**src/rtl/dmem_arb_pkg.sv**
```systemverilog
// dmem_arb_pkg: owner codes, request bundle and defaults shared by the data-RAM arbiter
package dmem_arb_pkg;
   localparam logic OWNER_M0 = 1'b0;
   localparam logic OWNER_M1 = 1'b1;
   localparam int STARVE_LIMIT_DEF = 8;
   localparam int AW_DEF = 32;
   localparam int DW_DEF = 32;
   typedef struct packed {
      logic                we;
      logic [AW_DEF-1:0]   addr;
      logic [DW_DEF-1:0]   wdata;
      logic [DW_DEF/8-1:0] wmask;
   } req_t;
endpackage

```
**src/rtl/arb_starve_guard.sv**
```systemverilog
// arb_starve_guard: counts consecutive m1 wait cycles and flags that m1 must win the next contended cycle
module arb_starve_guard
   import dmem_arb_pkg::*;
#(
   parameter int STARVE_LIMIT = STARVE_LIMIT_DEF
) (
   input  logic clk,
   input  logic reset,
   input  logic i_m0_valid,
   input  logic i_m1_valid,
   input  logic i_m1_ready,
   output logic o_m1_pri
);
   localparam logic [7:0] LIM = 8'(STARVE_LIMIT);
   logic [7:0] r_cnt;
   always_ff @(posedge clk)
      if (reset || !i_m1_valid || i_m1_ready) r_cnt <= '0;
      else if (r_cnt < LIM) r_cnt <= r_cnt + 8'd1;
   assign o_m1_pri = i_m0_valid & i_m1_valid & (r_cnt >= LIM);
endmodule

```
**src/rtl/dmem_arbiter.sv**
```systemverilog
// dmem_arbiter: shares the data RAM between the CPU port (m0) and a secondary master (m1)
// with fixed m0 priority, an m1 starvation guard, 1-cycle read return routing and an m0 stall counter
module dmem_arbiter
   import dmem_arb_pkg::*;
#(
   parameter int AW           = AW_DEF,
   parameter int DW           = DW_DEF,
   parameter int STARVE_LIMIT = STARVE_LIMIT_DEF,
   parameter int CNT_W        = 32
) (
   input  logic              clk,
   input  logic              reset,
   input  logic              m0_valid,
   input  logic              m0_we,
   input  logic [AW-1:0]     m0_addr,
   input  logic [DW-1:0]     m0_wdata,
   input  logic [DW/8-1:0]   m0_wmask,
   output logic              m0_ready,
   output logic              m0_rvalid,
   output logic [DW-1:0]     m0_rdata,
   input  logic              m1_valid,
   input  logic              m1_we,
   input  logic [AW-1:0]     m1_addr,
   input  logic [DW-1:0]     m1_wdata,
   input  logic [DW/8-1:0]   m1_wmask,
   output logic              m1_ready,
   output logic              m1_rvalid,
   output logic [DW-1:0]     m1_rdata,
   output logic              mem_we,
   output logic [AW-1:0]     mem_addr,
   output logic [DW-1:0]     mem_wdata,
   output logic [DW/8-1:0]   mem_wmask,
   input  logic [DW-1:0]     mem_rdata,
   output logic [CNT_W-1:0]  stall_cnt
);
   logic w_pri, w_grant;
   req_t w_req;
   logic r_pend, r_owner;
   logic [CNT_W-1:0] r_stall;

   arb_starve_guard #(.STARVE_LIMIT(STARVE_LIMIT)) u_guard (
      .clk        (clk),
      .reset      (reset),
      .i_m0_valid (m0_valid),
      .i_m1_valid (m1_valid),
      .i_m1_ready (m1_ready),
      .o_m1_pri   (w_pri)
   );

   assign m1_ready = ~reset & m1_valid & (~m0_valid | w_pri);
   assign m0_ready = ~reset & m0_valid & ~m1_ready;
   assign w_grant  = m0_ready | m1_ready;
   assign w_req    = m1_ready ? {m1_we, m1_addr, m1_wdata, m1_wmask}
                              : {m0_we, m0_addr, m0_wdata, m0_wmask};

   assign mem_we    = w_grant & w_req.we;
   assign mem_addr  = w_req.addr;
   assign mem_wdata = w_req.wdata;
   assign mem_wmask = w_req.wmask;

   always_ff @(posedge clk)
      if (reset) begin
         r_pend  <= 1'b0;
         r_owner <= OWNER_M0;
         r_stall <= '0;
      end else begin
         r_pend  <= w_grant & ~w_req.we;
         r_owner <= m1_ready ? OWNER_M1 : OWNER_M0;
         if (m0_valid & ~m0_ready) r_stall <= r_stall + CNT_W'(1);
      end

   // gating with reset kills a response whose read was accepted just before reset
   assign m0_rvalid = ~reset & r_pend & (r_owner == OWNER_M0);
   assign m1_rvalid = ~reset & r_pend & (r_owner == OWNER_M1);
   assign m0_rdata  = mem_rdata;
   assign m1_rdata  = mem_rdata;
   assign stall_cnt = r_stall;
endmodule

```
**config.mk**
```make
export PLATFORM = sky130hd
export DESIGN_NAME = dmem_arbiter
export DESIGN_NICKNAME = d
export VERILOG_FILES = /design/src/rtl/dmem_arb_pkg.sv /design/src/rtl/arb_starve_guard.sv /design/src/rtl/dmem_arbiter.sv
export SDC_FILE = /design/constraint.sdc
export NUM_CORES = 1
export LEC_CHECK = 0
export CAP_MARGIN = 5
export CORE_AREA = 2 2 133 135
export CTS_CLUSTER_SIZE = 40
export DETAILED_ROUTE_END_ITERATION = 8
export DIE_AREA = 0 0 135 137
export SLEW_MARGIN = 30
export SYNTH_ARGS = -nofsm -noshare
export SYNTH_HDL_FRONTEND = slang
export SYNTH_HIERARCHICAL = 1
export SYNTH_SLANG_ARGS = --single-unit
```
**constraint.sdc**
```tcl
create_clock -name clk -period 2.5 [get_ports clk]
set_input_delay 0.5 -clock clk [delete_from_list [all_inputs] [get_ports clk]]
set_output_delay 0.5 -clock clk [all_outputs]
set_load 0.05 [all_outputs]
```
==> results of run 1 <==
flip-flops by register name, summed over array words and instances, names as in the netlist:
register       cells
stall_cnt         32
u_guard/r_cnt      8
r_pend             1
r_owner            1
through the flow:
step / setup WS, ns / cells / hold slack [ns] / area, sq um
3_5_place_dp: -0.318 / 776 / 0.441 / 5980
6_report: -0.418 / 787 / 0.470 / 6360
2_1_floorplan: -0.127 / 354 / 0.420 / 3480
5_1_grt: -0.475 / 787 / 0.472 / 6360
4_1_cts: -0.474 / 785 / 0.468 / 6330
3_3_place_gp: -0.292 / 776 / 0.433 / 5980
cells by family after synthesis:
| logic type | after synthesis | synth area share [%] |
|---|---|---|
| adders and majority gates | 3 | 1.17 |
| buffers and inverters | 84 | 19.2 |
| AOI/OAI and AO/OA | 12 | 2.56 |
| and+or+nand+nor | 113 | 18.4 |
| DFF | 42 | 26.1 |
| muxes | 70 | 24.4 |
| xor gates and xnor gates | 30 | 8.16 |
repair_timing:
action                                  4_1_cts  5_1_grt
hold buffers                                  0        0
setup buffers                                 1        2
gates resized for setup                      53        4
pin swaps                                     3        2
endpoints found under the setup margin       71       71
gates cloned                                  0        0
area by class of cell:
class / instances / share of cell area (%)
sequential: 42 / 13.2
multi-input combinational: 228 / 31.8
tap: 225 / 4.42
clock buffer: 7 / 2.24
clock inverter: 1 / 0.0787
inverter: 6 / 0.354
timing repair buffer: 278 / 47.9
power by group:
group | switching [mW] | total (mW) | internal, mW
combinational | 0.490 | 1.03 | 0.538
clock | 0.262 | 0.658 | 0.396
sequential | 0.00222 | 0.675 | 0.672
worst max path at each step:
stage	to	from	cells after the start	slack, ns
6_report	mem_addr[16]	u_guard/r_cnt[7]	8	-0.42
5_1_grt	mem_addr[16]	u_guard/r_cnt[7]	8	-0.47
4_1_cts	mem_wdata[12]	u_guard/r_cnt[7]	8	-0.47
3_5_place_dp	mem_addr[25]	m0_valid	7	-0.32
3_3_place_gp	mem_addr[31]	m0_valid	7	-0.29
2_1_floorplan	m0_ready	u_guard/r_cnt[7]	7	-0.13
cells in the final DEF, fill, tap and decap left out, drive strengths merged, types with 5 or more instances in the layout:
| master | Yosys | layout |
|---|---|---|
| clkdlybuf4s50 | 0 | 173 |
| buf | 74 | 105 |
| mux2 | 68 | 68 |
| dfxtp | 42 | 42 |
| nor2 | 40 | 40 |
| xor2 | 27 | 27 |
| nand2 | 16 | 16 |
| nand3 | 16 | 16 |
| nand4 | 14 | 14 |
| nor3 | 7 | 7 |
| clkbuf | 4 | 7 |
| inv | 6 | 6 |
| and2 | 5 | 5 |
cells in the mapped netlist, drive strengths merged, types with 4 or more instances:
master   n  area, sq um
and2     5         32.5
buf     74          579
clkbuf   4         16.3
dfxtp   42          841
inv      6         22.5
mux2    68          766
nand2   16         60.1
nand3   16         80.1
nand4   14          100
nor2    40          153
nor3     7         40.0
xor2    27          236
layer usage:
metal  wire [um]  global-route usage [%]  vias up
met5           0                       0        -
met4          59                    1.79        0
met3        1250                    4.48        6
met2        7030                    25.1      160
met1        5620                    16.6     1508
li1            -                       -     1561
==> metrics.txt, run 1 <==
outcome=finished with violations; failing checks=negative setup slack; number of global-route vias before repair=3301; EDFF count, synth=0; layout overhead on the synthesized area=97.6%; Initial DRT Pass Iterations=3; most frequent CP cell=buf_12; Vias/cell=4.11; critical path type=reg -> out; wirelength, routed=14.0 mm; drt drc=0; Final Cycle Share=117%; max cap viols=0; min-delay worst type=reg -> reg; gpl congestion=0.796; hold_sp=u_guard/r_cnt[4]; Main synth FF type=dfxtp_1; required time worst endpoint=2.00 ns; Total Routing Usage GR=14.0%; FF+latch count, synth=42; cells after synthesis=354; detailed-route via count=3235; Ys Warns=6; register area=841 sq um; crit start category=register; largest net degree at the start of global routing=34; Multi-input gate area=0.00202 sq mm; DIE AREA=0.0185 sq mm; fin. max-slew vios=0; CTS Buf Count=5; initial DRC count=68; core area=0.0171 sq mm; Worst Setup Slack, final=-0.418 ns; die height=137 um; FMAX=343 MHz; final core utilization=37.3%; Fill cells=1684; setup slack, reg-to-reg=0.14 ns; crit path buf inv count=3; H-tree level count=2; aggregate negative setup slack=-24.24 ns; Hold Path End=u_guard/r_cnt[4]; Slew HR=63.4%; Seq/Total Area, Yosys=26.1%; number of I/O pins=343; final antenna-violating net count=0; Final min period=2.92 ns; Die X=135 um; Post-synth ARST share=0%; CP max stage delay=0.53 ns; largest fanout on the critical path=14; antenna cells=0; clock skew=0.00429 ns; Cell Area, Synth=0.00322 sq mm; Syn Nets=531; GR Overflow Total=0; DR WL/cell=17.7 um; clk buf depth=2; delay-heaviest family, CP=simple AND/OR/NAND/NOR gates; Synth Area per Inst=9.10 sq um; CTS tree=yes; hold path depth=1; Clk Latency, worst-skew pair=0.28 ns; Pwr Density=371 mW/mm^2; leakage power=2.62 nW; crit-path cells=or4_4, o211a_1, o21ai_2, nor2_4, buf_12, buf_4, mux2_4, buf_12; nets@finish=738; CTS sink cnt=42; Critical Path End Type=primary output; IO buf count=246; Reg clk slew, reported paths=0.06 ns; initial core utilization=18.9%; reg2reg start=u_guard/r_cnt[7]; Critical R2R Capture=stall_cnt[13]; layout cells sized above 1=34.2%; row count=48; RSZ-0062 raised after global routing=true; post-detail-place hpwl=11.4 mm; initial antenna violation count=0; Final Setup Violations=71; final hold vios=0; first-pass GRT wire length=19.7 mm; reg2reg path depth=11; Synth cell types=43; Worst-Margin Slew=0.548 ns; clk root buf=clkbuf_16; Peak supply drop=0.000347 V; post-layout power=2.36 mW; Slowest cell on crit path=or4_4; Worst EP arrival=2.42 ns
No activity file was read; power rests on OpenSTA's default activity.
==> inputs of run 2 (changes only) <==
--- a/config.mk
+++ b/config.mk
@@ -6,10 +6,11 @@
 export NUM_CORES = 1
 export LEC_CHECK = 0
 export CAP_MARGIN = 5
-export CORE_AREA = 2 2 133 135
+export CORE_AREA = 2 2 132 134
 export CTS_CLUSTER_SIZE = 40
 export DETAILED_ROUTE_END_ITERATION = 8
-export DIE_AREA = 0 0 135 137
+export DIE_AREA = 0 0 134 136
+export DONT_BUFFER_PORTS = 1
 export SLEW_MARGIN = 30
 export SYNTH_ARGS = -nofsm -noshare
 export SYNTH_HDL_FRONTEND = slang
==> constraint.sdc (replaced) <==
create_clock -name clk -period 2.8 [get_ports clk]
set_input_delay 0.56 -clock clk [delete_from_list [all_inputs] [get_ports clk]]
set_output_delay 0.56 -clock clk [all_outputs]
set_load 0.05 [all_outputs]
==> run 2 against run 1 <==
  * First-iteration DRC count grew 4.4%
  * Count of clock-buffer cells in the layout shrank 1
  * Combinational power shrank 36%
  * The flow still finishes with violations (negative setup slack)
  * Non-clock buffer count shrank 197
  * Clock skew grew 0.0062 ns
  * Critical path type unchanged
==> metrics.txt, run 2 (same netlist as run 1, synthesis figures left out) <==
largest net degree at the start of global routing=42; aggregate negative setup slack=-6.14 ns; Total Routing Usage GR=14.2%; largest fanout on the critical path=17; Final min period=2.94 ns; layout overhead on the synthesized area=39.4%; capture point of the worst path=mem_addr[1]; Worst EP arrival=2.38 ns; drt drc=0; Final Cycle Share=105%; initial core utilization=19.1%; wirelength, routed=14.0 mm; reg2reg path depth=9; H-tree level count=2; clk root buf=clkbuf_16; final antenna-violating net count=0; post-detail-place hpwl=11.8 mm; max reg flops=32; hold buffer count at cts=0; commonest non-fill, non-tap cell in the layout=buf_12; Cell Count Post-Placement=577; row count=48; Worst-Margin Slew=0.789 ns; layout cells sized above 1=47.1%; Clk Latency, worst-skew pair=0.29 ns; RSZ-0062 raised after global routing=true; Critical Path End Type=primary output; clk buf depth=2; Final Setup Violations=69; gpl congestion=0.829; number of global-route vias before repair=2637; leakage power=1.80 nW; critical path type=reg -> out; die height=136 um; IO buf count=0; core area=0.0169 sq mm; commonest non-fill, non-tap cells in the layout=47 x buf_12, 41 x dfxtp_1, 38 x nor2_1, 36 x mux2_2, 32 x mux2_4; clock skew=0.0105 ns; first-pass GRT wire length=18.4 mm; initial DRC count=71; outcome=finished with violations; final hold vios=0; CTS sink cnt=42; min-delay worst type=in -> reg; max cap viols=0; Finished Layout Cells=598; GR Overflow Total=0; CTS tree=yes; Peak supply drop=0.000196 V; Reg clk slew, reported paths=0.07 ns; Critical Path Start=u_guard/r_cnt[7]; failing checks=negative setup slack; DIE AREA=0.0182 sq mm; Initial DRT Pass Iterations=4; Critical R2R Capture=u_guard/r_cnt[1]; nets@finish=541; Worst Setup Slack, final=-0.137 ns; DR WL/cell=23.4 um; Slew HR=47.0%; Die X=134 um; FMAX=341 MHz; CTS Buf Count=5; detailed-route via count=2563; Pwr Density=429 mW/mm^2; fin. max-slew vios=0; setup slack, reg-to-reg=0.23 ns; Vias/cell=4.29; crit start category=register; initial antenna violation count=11; reg2reg start=u_guard/r_cnt[7]; number of I/O pins=343; required time worst endpoint=2.24 ns
run 2: changes by cell type in the layout (fill, tap and decap cells not counted), sizes merged:
cell | before | now
buf | 105 | 79
bufinv | 0 | 1
clkbuf | 7 | 8
clkdlybuf4s50 | 173 | 0
clkinv | 1 | 0
clkinvlp | 0 | 1
diode | 0 | 8
run 2: worst min-delay path by stage:
stage,startpoint,end,slack (ns),cells past startpoint
after floorplan,u_guard/r_cnt[5],u_guard/r_cnt[5],0.42,1
after global placement,u_guard/r_cnt[5],u_guard/r_cnt[5],0.44,1
after detailed placement,u_guard/r_cnt[4],u_guard/r_cnt[4],0.44,1
after CTS,reset,r_pend,0.33,1
after global routing,reset,r_pend,0.33,1
final,reset,stall_cnt[1],0.35,1
run 2: where the power goes:
part           total, mW  internal (mW)  switching, mW
Clock              0.663          0.421          0.242
Combinational      0.660          0.283          0.377
Sequential         0.602          0.600        0.00233
Total               1.93           1.30          0.622
run 2: metal layers:
| metal | GRT usage, % | routed length (um) |
|---|---|---|
| met5 | 0 | 55 |
| met4 | 6.62 | 373 |
| met3 | 10.3 | 2040 |
| met2 | 24.2 | 7130 |
| met1 | 12.8 | 4400 |
run 2: timing repair:
action                                  in CTS  in global routing
setup buffers                                1                  2
endpoints found under the setup margin      70                 70
pin swaps                                    0                  3
cloned                                       0                  2
gates resized for setup                     20                 19
run 2: worst max-delay path, stage by stage (launching register included):
cell and delay, ns:
dfxtp_2 0.32, or4_4 0.52, o211a_1 0.25, o21ai_2 0.19
nor2_4 0.11, buf_12 0.17, mux2_4 0.35, buf_12 0.16
run 2: stage by stage:
stage / area [sq um] / setup slack [ns] / utilization [%] / power (mW) / hold slack [ns]
finish: 4490 / -0.137 / 26.6 / 1.93 / 0.346
global route: 4480 / -0.201 / 26.5 / 1.99 / 0.328
CTS: 4340 / -0.138 / 25.7 / 1.93 / 0.332
detailed placement: 4090 / 0.0600 / 24.2 / 1.24 / 0.443
global placement: 4090 / 0.0762 / 24.2 / 1.23 / 0.442
floorplan: 3230 / 0.0165 / - / 1.25 / 0.420
run 2: area by class of cell:
class	count	area [sq um]
antenna	8	20.0
clock buffer	6	129
clock inverter	2	37.5
fill	1759	12400
inverter	6	22.5
multi-input combinational	228	1920
sequential	42	842
tap	225	282
timing repair buffer	81	1230
==> inputs of run 3 (changes only) <==
--- a/config.mk
+++ b/config.mk
@@ -5,12 +5,15 @@
 export SDC_FILE = /design/constraint.sdc
 export NUM_CORES = 1
 export LEC_CHECK = 0
+export ABC_AREA = 1
 export CAP_MARGIN = 5
-export CORE_AREA = 2 2 132 134
+export CORE_AREA = 2 2 135 137
+export CTS_BUF_LIST = sky130_fd_sc_hd__clkbuf_8
 export CTS_CLUSTER_SIZE = 40
 export DETAILED_ROUTE_END_ITERATION = 8
-export DIE_AREA = 0 0 134 136
+export DIE_AREA = 0 0 137 139
 export DONT_BUFFER_PORTS = 1
+export GPL_ROUTABILITY_DRIVEN = 0
 export SLEW_MARGIN = 30
 export SYNTH_ARGS = -nofsm -noshare
 export SYNTH_HDL_FRONTEND = slang
==> run 3 against run 2 <==
  * The flow now finishes without violations
  * Synthesized cell count rose by 77%
  * Area after synthesis grew 10%
  * Global-route usage grew 1.0 points
  * Wire length is 7.4% higher
  * Combinational power increased by 26%
  * Sequential cell count unchanged
  * Count of clock-buffer cells in the layout down 1
  * Design area increased by 13%
  * Final cell count rose by 48%
  * Utilization is 2.2 points higher
  * Critical endpoint is now mem_we
==> metrics.txt, run 3 <==
Vias/cell=4.42; core area=0.0177 sq mm; max reg flops=32; aggregate negative setup slack=0 ns; nets@finish=830; post-synth top area share=29.8%; Synth cell types=31; Worst EP arrival=2.08 ns; Slew HR=53.9%; Fill cells=1897; largest net degree at the start of global routing=49; commonest non-fill, non-tap cell in the layout=nand2_1; GR Overflow Total=0; CTS Buf Count=5; Syn Nets=802; Synth area leader=nand2_1; die height=139 um; first-pass GRT wire length=21.8 mm; number of I/O pins=343; Final Cycle Share=94.2%; reg2reg start=stall_cnt[2]; Peak supply drop=0.000185 V; cells after synthesis=625; FMAX=379 MHz; layout overhead on the synthesized area=43.0%; synth cell count leaders=282 x nand2_1, 77 x nor2_1, 64 x buf_4, 42 x dfxtp_1, 38 x inv_1; DR WL/cell=17.0 um; H-tree level count=2; layout cells sized above 1=20.5%; commonest non-fill, non-tap cells in the layout=282 x nand2_1, 76 x nor2_1, 70 x buf_12, 42 x dfxtp_1, 38 x inv_1; initial DRC count=163; Worst-Margin Slew=0.690 ns; max cap viols=0; Critical R2R Capture=stall_cnt[23]; required time worst endpoint=2.24 ns; detailed-route via count=3899; Post-CTS Setup Inserts=0; IO buf count=0; Post-CTS Resized=0; Cell Area, Synth=0.00355 sq mm; Clk Latency, worst-skew pair=0.30 ns; most numerous cell in the Yosys netlist=nand2_1; Critical Path End Type=primary output; Synth Area per Inst=5.69 sq um; top post-synthesis cells by area=nand2_1 30%, dfxtp_1 24%, buf_4 14%; number of global-route vias before repair=3546; Final Setup Violations=0; RSZ-0062 raised after global routing=false; EDFF count, synth=0; post-detail-place hpwl=12.9 mm; initial antenna violation count=1; Post-synth ARST share=0%; final antenna-violating net count=0; crit start category=register; leakage power=2.31 nW; fin. max-slew vios=0; clock skew=0.0128 ns; min-delay worst type=in -> reg; Ys Warns=6; Final min period=2.64 ns; largest fanout on the critical path=22; Die X=137 um; final hold vios=0; Initial DRT Pass Iterations=5; hold path depth=1; Total Routing Usage GR=15.3%; FF+latch count, synth=42; clk buf depth=2; Pwr Density=398 mW/mm^2; Seq/Total Area, Yosys=23.7%; setup slack, reg-to-reg=0.73 ns; wirelength, routed=15.0 mm; antenna cells=0; clk root buf=clkbuf_8; reg2reg path depth=9; Main synth FF type=dfxtp_1; CTS tree=yes; final core utilization=28.8%; outcome=complete, no violations; critical path type=reg -> out; initial core utilization=20.1%; CTS sink cnt=42; hold buffer count at cts=0; row count=49; drt drc=0; DIE AREA=0.0190 sq mm; Reg clk slew, reported paths=0.10 ns; Hold Path End=stall_cnt[22]; hold_sp=reset
[run 3: changes by cell type in the layout (fill, tap and decap cells not counted), sizes merged, moves of 3 or more]
| cell | before | now |
|---|---|---|
| nand3 | 16 | 29 |
| a31oi | 0 | 3 |
| diode | 8 | 0 |
| buf | 79 | 104 |
| nor2 | 40 | 85 |
| mux2 | 68 | 0 |
| o21ai | 3 | 6 |
| and2 | 5 | 0 |
| clkbuf | 8 | 5 |
| a21oi | 2 | 15 |
| nand2 | 16 | 285 |
| and3 | 3 | 0 |
| inv | 6 | 41 |
| xor2 | 27 | 3 |
[run 3: stage by stage]
stage,setup slack (ns),area [sq um],instances,power [mW],hold WS [ns]
detailed placement,0.375,4930,875,1.46,0.441
global route,0.00796,5080,883,2.10,0.308
floorplan,0.107,3550,625,1.29,0.430
finish,0.163,5080,883,2.02,0.319
global placement,0.343,4930,875,1.45,0.441
CTS,0.0275,5060,883,2.05,0.306
[run 3: cells by family after synthesis]
family	synth area share, %
flip-flops	23.7
AO/OA/AOI/OAI	3.84
buffers and inverters	20.4
adder cells (fa/ha/maj)	1.06
XOR/XNOR	1.73
AND/OR/NAND/NOR	49.3
[run 3: critical path: stages, from the launching register on]
cell     delay [ns]
dfxtp_1        0.34
nor2_2         0.14
nand3_2        0.12
nand3_1        0.09
inv_1          0.04
inv_1          0.05
nand2_1        0.07
nand2_4        0.12
inv_2          0.08
buf_6          0.17
or2_1          0.23
o21ai_2        0.08
nor2_1         0.06
buf_4          0.20
[run 3: cell type report]
class,instances,area [sq um],area share (%)
repair buffers,104,1660,32.7
well taps,229,287,5.64
multi-input cells,459,2000,39.3
clock buffers,5,68.8,1.35
inverters,41,154,3.03
clock inverters,3,68.8,1.35
flip-flops and latches,42,841,16.5
[run 3: metal layers]
| layer | vias up | part of all wire [%] | track usage (%) |
|---|---|---|---|
| met5 | - | 0.080 | 0 |
| met4 | 2 | 0.65 | 2.06 |
| met3 | 13 | 11 | 5.99 |
| met2 | 210 | 51 | 26.8 |
| met1 | 1758 | 38 | 17.8 |
| li1 | 1916 | - | - |
[run 3: report_power, final]
part | total (mW) | switching (mW) | leakage [nW] | internal, mW
clock network | 0.588 | 0.230 | 0.0683 | 0.358
logic | 0.832 | 0.490 | 1.90 | 0.342
registers | 0.605 | 0.00269 | 0.339 | 0.602
[run 3: worst max path at each step]
stage	startpoint	end	slack, ns
floorplan	m1_valid	mem_addr[23]	0.11
global placement	u_guard/r_cnt[4]	mem_wdata[9]	0.34
detailed placement	u_guard/r_cnt[7]	mem_wdata[9]	0.37
CTS	u_guard/r_cnt[7]	mem_wdata[9]	0.03
global route	u_guard/r_cnt[7]	mem_we	0.008
finish	u_guard/r_cnt[7]	mem_we	0.16
